$ cat src/rtl/thermal_cc_pkg.sv
// Shared definitions for the thermal covert channel (transmitter and sensor-side decoder).
// Holds the frame state enum, the preamble pattern and the frame field lengths.
package thermal_cc_pkg;

    typedef enum logic [2:0] {
        ST_IDLE,
        ST_PREAMBLE,
        ST_DATA,
        ST_PARITY,
        ST_GUARD
    } tx_state_t;

    localparam logic [3:0]  PREAMBLE     = 4'b1010;
    localparam int unsigned PREAMBLE_LEN = 4;
    localparam int unsigned DATA_LEN     = 8;

    localparam int unsigned TIMER_W      = 32;
    localparam int unsigned SYM_CNT_W    = 8;

endpackage

$ cat src/rtl/thermal_heater_bank.sv
// Bank of toggle flops used as a controllable on-die heat source.
// Ports: clk, rst (async active-high), en (toggle every cycle while high),
//        mon (MSB of the bank, keeps the bank observable so it is not optimised away).
module thermal_heater_bank #(
    parameter int unsigned HEATER_WIDTH = 1024
) (
    input  logic clk,
    input  logic rst,
    input  logic en,
    output logic mon
);

    // All flops start at 0 and toggle together, so every bit equals the MSB.
    (* keep = "true", dont_touch = "true" *) logic [HEATER_WIDTH-1:0] bank_q;

    always_ff @(posedge clk or posedge rst) begin
        if (rst) begin
            bank_q <= '0;
        end else if (en) begin
            bank_q <= ~bank_q;
        end
    end

    assign mon = bank_q[HEATER_WIDTH-1];

endmodule

$ cat src/rtl/thermal_cc_tx.sv
// Transmit end of the temporal thermal covert channel.
// Accepts a byte on a valid/ready handshake and sends it as on-off-keyed heat:
// preamble 1010, data bits 7..0, even parity, then GUARD_BITS heater-off symbols.
// Ports: clk, rst (async active-high), tx_data/tx_valid/tx_ready (byte input handshake),
//        busy (frame in progress), heat_en (current symbol), sym_strobe (first cycle of
//        each symbol), heat_mon (heater bank MSB).
module thermal_cc_tx
    import thermal_cc_pkg::*;
#(
    parameter int unsigned BIT_PERIOD   = 134217728,
    parameter int unsigned HEATER_WIDTH = 1024,
    parameter int unsigned GUARD_BITS   = 2
) (
    input  logic       clk,
    input  logic       rst,
    input  logic [7:0] tx_data,
    input  logic       tx_valid,
    output logic       tx_ready,
    output logic       busy,
    output logic       heat_en,
    output logic       sym_strobe,
    output logic       heat_mon
);

    tx_state_t              state_q, state_d;
    logic [TIMER_W-1:0]     timer_q, timer_d;
    logic [SYM_CNT_W-1:0]   sym_cnt_q, sym_cnt_d;
    logic [DATA_LEN-1:0]    shift_q, shift_d;
    logic                   parity_q, parity_d;
    logic                   heat_d, strobe_d, ready_d;
    logic                   sym_last;
    logic [1:0]             pre_idx;

    // State and datapath registers
    always_ff @(posedge clk or posedge rst) begin
        if (rst) begin
            state_q    <= ST_IDLE;
            timer_q    <= '0;
            sym_cnt_q  <= '0;
            shift_q    <= '0;
            parity_q   <= 1'b0;
            heat_en    <= 1'b0;
            sym_strobe <= 1'b0;
            tx_ready   <= 1'b1;
            busy       <= 1'b0;
        end else begin
            state_q    <= state_d;
            timer_q    <= timer_d;
            sym_cnt_q  <= sym_cnt_d;
            shift_q    <= shift_d;
            parity_q   <= parity_d;
            heat_en    <= heat_d;
            sym_strobe <= strobe_d;
            tx_ready   <= ready_d;
            busy       <= ~ready_d;
        end
    end

    // Next-state and next-output logic; heat_d is the value of the symbol about to start
    always_comb begin
        state_d   = state_q;
        timer_d   = timer_q;
        sym_cnt_d = sym_cnt_q;
        shift_d   = shift_q;
        parity_d  = parity_q;
        heat_d    = heat_en;
        strobe_d  = 1'b0;
        ready_d   = tx_ready;
        sym_last  = (timer_q == TIMER_W'(BIT_PERIOD - 1));
        // Preamble bit for the next symbol (sym_cnt_q + 1), sent MSB first
        pre_idx   = 2'd2 - sym_cnt_q[1:0];

        if (state_q == ST_IDLE) begin
            if (tx_valid) begin
                state_d   = ST_PREAMBLE;
                timer_d   = '0;
                sym_cnt_d = '0;
                shift_d   = tx_data;
                parity_d  = ^tx_data;
                heat_d    = PREAMBLE[PREAMBLE_LEN-1];
                strobe_d  = 1'b1;
                ready_d   = 1'b0;
            end
        end else begin
            timer_d = sym_last ? '0 : timer_q + TIMER_W'(1);
            if (sym_last) begin
                strobe_d = 1'b1;
                unique case (state_q)
                    ST_PREAMBLE: begin
                        if (sym_cnt_q == SYM_CNT_W'(PREAMBLE_LEN - 1)) begin
                            state_d   = ST_DATA;
                            sym_cnt_d = '0;
                            heat_d    = shift_q[DATA_LEN-1];
                        end else begin
                            sym_cnt_d = sym_cnt_q + SYM_CNT_W'(1);
                            heat_d    = PREAMBLE[pre_idx];
                        end
                    end
                    ST_DATA: begin
                        shift_d = {shift_q[DATA_LEN-2:0], 1'b0};
                        if (sym_cnt_q == SYM_CNT_W'(DATA_LEN - 1)) begin
                            state_d   = ST_PARITY;
                            sym_cnt_d = '0;
                            heat_d    = parity_q;
                        end else begin
                            sym_cnt_d = sym_cnt_q + SYM_CNT_W'(1);
                            heat_d    = shift_q[DATA_LEN-2];
                        end
                    end
                    ST_PARITY: begin
                        heat_d    = 1'b0;
                        sym_cnt_d = '0;
                        if (GUARD_BITS == 0) begin
                            state_d  = ST_IDLE;
                            strobe_d = 1'b0;
                            ready_d  = 1'b1;
                        end else begin
                            state_d = ST_GUARD;
                        end
                    end
                    ST_GUARD: begin
                        heat_d = 1'b0;
                        if (sym_cnt_q == SYM_CNT_W'(GUARD_BITS - 1)) begin
                            state_d   = ST_IDLE;
                            sym_cnt_d = '0;
                            strobe_d  = 1'b0;
                            ready_d   = 1'b1;
                        end else begin
                            sym_cnt_d = sym_cnt_q + SYM_CNT_W'(1);
                        end
                    end
                    default: begin
                        state_d  = ST_IDLE;
                        heat_d   = 1'b0;
                        strobe_d = 1'b0;
                        ready_d  = 1'b1;
                    end
                endcase
            end
        end
    end

    thermal_heater_bank #(
        .HEATER_WIDTH(HEATER_WIDTH)
    ) u_heater_bank (
        .clk(clk),
        .rst(rst),
        .en (heat_en),
        .mon(heat_mon)
    );

endmodule

$ cat config.mk
export PLATFORM = sky130hd
export DESIGN_NAME = thermal_cc_tx
export DESIGN_NICKNAME = d
export VERILOG_FILES = /design/src/rtl/thermal_cc_pkg.sv /design/src/rtl/thermal_heater_bank.sv /design/src/rtl/thermal_cc_tx.sv
export SDC_FILE = /design/constraint.sdc
export NUM_CORES = 2
export LEC_CHECK = 0
export CORE_ASPECT_RATIO = 1.25
export CORE_UTILIZATION = 45
export CTS_CLUSTER_SIZE = 8
export DETAILED_ROUTE_END_ITERATION = 16
export DONT_BUFFER_PORTS = 1
export GPL_ROUTABILITY_DRIVEN = 0
export HOLD_SLACK_MARGIN = 0.02
export PLACE_DENSITY_LB_ADDON = 0.1
export RECOVER_POWER = 100
export REMOVE_ABC_BUFFERS = 1
export SYNTH_ARGS = -nofsm -noshare
export SYNTH_HDL_FRONTEND = slang
export SYNTH_SLANG_ARGS = --single-unit
$ cat constraint.sdc
create_clock -name clk -period 52.6 [get_ports clk]
set_input_delay 10.52 -clock clk [delete_from_list [all_inputs] [get_ports clk]]
set_output_delay 10.52 -clock clk [all_outputs]
set_load 0.01 [all_outputs]
==> impl_metrics.env <==
export IMPL_clkTransAtPathRegs_ns=0.07
export IMPL_final_core_util_pct=50.66
export IMPL_cts_tree="built"
export IMPL_cellPowerDensity_nw_per_um2=44.39
export IMPL_period_share_pct=24.69
export IMPL_dieWidth_um=79.01
export IMPL_cp_cell_sequence="inv_1 -> clkbuf_1"
export IMPL_synth_avg_cell_area_um2=8.778
export IMPL_path_max_fanout=57
export IMPL_cap_violations=2
export IMPL_stdcell_count=470
export IMPL_p_switching_uw=57.77
export IMPL_path_buf_inv=2
export IMPL_pwr_share_seq_pct=43.1
export IMPL_post_cts_setup_buffers=0
export IMPL_slew_headroom_pct=-105.6
export IMPL_ir_drop_v=0.00002195
export IMPL_cp_start_kind="input port"
export IMPL_drive_gt1_share_pct=10.79
export IMPL_die_y_um=98.26
export IMPL_power_internal_uw=101.0
export IMPL_cpLargestDelayFamily="buffers and inverters"
export IMPL_dp_cells=454
export IMPL_grt_max_degree=58
export IMPL_r2r_start="timer_q[0]$_DFFE_PP0P_"
export IMPL_io_pins=16
export IMPL_setup_viol_count_final=0
export IMPL_vias=2774
export IMPL_numCtsBuffers=9
export IMPL_min_period_ns=12.99
export IMPL_hold_worst_slack_ns=0.4818
export IMPL_cp_end_kind="async pin"
export IMPL_port_buffers=0
export IMPL_nets=390
export IMPL_grt_first_pass_wirelength_mm=13.09
export IMPL_die_area_um2=7763
export IMPL_dp_final_hpwl_mm=5.126
export IMPL_antenna_found_initial=0
export IMPL_clock_latency_ns=0.34
export IMPL_finalSetupTns_ns=0
export IMPL_maxSlewViolCount=75
export IMPL_start_util_pct=47.24
export IMPL_hold_violations=0
export IMPL_synth_warnings=0
export IMPL_cts_num_sinks=57
export IMPL_violations="max-capacitance violations, max-slew violations"
export IMPL_dr_first_iter_drc_count=153
export IMPL_fmax_mhz=77.01
export IMPL_critical_path_class="input port to async pin"
export IMPL_grt_pass1_vias=2685
export IMPL_synthToLayoutAreaGrowth_pct=7.239
export IMPL_core_rowCount=34
export IMPL_hp_start="timer_q[13]$_DFFE_PP0P_"
export IMPL_grt_ovfl_total=0
export IMPL_cts_buffer_depth=2
export IMPL_clkPwrFrac_pct=29.0
export IMPL_critical_path_arrival_ns=12.75
export IMPL_drt_total_wl_mm=7.561
export IMPL_ctsHoldBuffers=0
export IMPL_clock_skew_ns=0.01395
export IMPL_ant_nets=0
export IMPL_outcome="finished, violations left"
export IMPL_setup_worst_path_start="rst"
export IMPL_drc_errors=0
export IMPL_routedWlPerCell_um=16.09
export IMPL_cts_resized=0
export IMPL_drt_vias_per_instance=5.902
export IMPL_grt_usage_pct=21.71
export IMPL_clockRootBuffer="clkbuf_8"
export IMPL_p_comb_share_pct=27.9
export IMPL_worstMarginPinSlew_ns=3.084
export IMPL_sw_frac_of_total_pct=36.38
export IMPL_netlist_area_um2=3336
export IMPL_cts_htree_levels=3
export IMPL_rsz0062_at_grt="no"
export IMPL_cp_slowest_cell="clkbuf_1"
export IMPL_netlist_instances=380
export IMPL_core_area_um2=7062
export IMPL_max_stage_delay_ns=2.17
export IMPL_diodes=0
export IMPL_cp_required_ns=52.37
export IMPL_min_path_type="flip-flop to flip-flop"
export IMPL_p_leak_nw=1.484
export IMPL_first_pass_iters=4
==> metal layers <==
metal	track usage [%]	share of wire, %	up-vias
li1	-	-	1369
met1	28.05	46	1359
met2	35.34	49	38
met3	5.327	2.7	8
met4	7.133	1.4	0
met5	0	0	-
==> final timing paths <==
check / cells after the start / end / slack, ns
max: 2 / timer_q[26]$_DFFE_PP0P_ / 39.61
min: 1 / timer_q[13]$_DFFE_PP0P_ / 0.48
max reg2reg: 6 / shift_q[3]$_DFFE_PP0P_ / 49.42
min reg2reg: 1 / timer_q[13]$_DFFE_PP0P_ / 0.48
max in group clk: 3 / heat_en$_DFFE_PP0P_ / 41.09
min in group asynchronous: 2 / sym_cnt_q[7]$_DFFE_PP0P_ / 11.25
==> layout make-up <==
class	count	area (µm²)
Timing Repair Buffer	4	22.52
Fill cell	690	3485
Multi-Input combinational cell	291	1749
Sequential cell	57	1428
Tap cell	90	112.6
Inverter	12	45.04
Clock inverter	5	78.83
Clock buffer	11	141.4
==> power by group through the flow <==
stage / Sequential, mW / Combinational (mW) / Clock (mW)
global placement: 0.0689 / 0.0450 / 0
CTS: 0.0685 / 0.0460 / 0.0470
floorplan: 0.0655 / 0.0359 / 0
detailed placement: 0.0692 / 0.0457 / 0
global route: 0.0706 / 0.0507 / 0.0494
finish: 0.0685 / 0.0443 / 0.0460
==> sequential cells by signal (all words and copies together), names as in the netlist, named ones only <==
register	count
parity_q	1
sym_cnt_q	8
u_heater_bank.bank_q	1
shift_q	8
busy	1
timer_q	32
state_q	3
heat_en	1
sym_strobe	1
==> metrics by stage <==
| step | cell area, µm² | power, mW | setup slack, ns |
|---|---|---|---|
| 2_1_floorplan | 3232 | 0.1014 | 40.68 |
| 3_3_place_gp | 3382 | 0.1139 | 40.71 |
| 3_5_place_dp | 3382 | 0.1148 | 40.64 |
| 5_1_grt | 3577 | 0.1707 | 38.80 |
| 4_1_cts | 3602 | 0.1615 | 41.00 |
| 6_report | 3577 | 0.1588 | 39.61 |
==> layout by cell type (no fill, tap or decap), types with 2 or more instances in the layout <==
cell	count
a21oi_1	16
a22o_1	10
a31oi_1	26
and2_0	2
and2b_1	4
and2b_2	2
and3_1	5
and3_2	5
and4_1	2
buf_4	2
bufinv_16	2
clkbuf_1	3
clkbuf_8	10
clkinv_2	2
dfrtp_1	56
ha_1	4
inv_1	12
mux2i_1	3
nand2_1	47
nand3_1	14
nand4_1	11
nor2_1	30
nor3_1	14
nor3_2	2
nor4_1	4
o21ai_0	25
o21ai_1	11
o31ai_1	2
or2_1	2
or2_2	2
or3_1	10
or4_1	5
xnor2_1	10
xor2_1	3
Note: power is estimated with default switching activity, not from simulation.
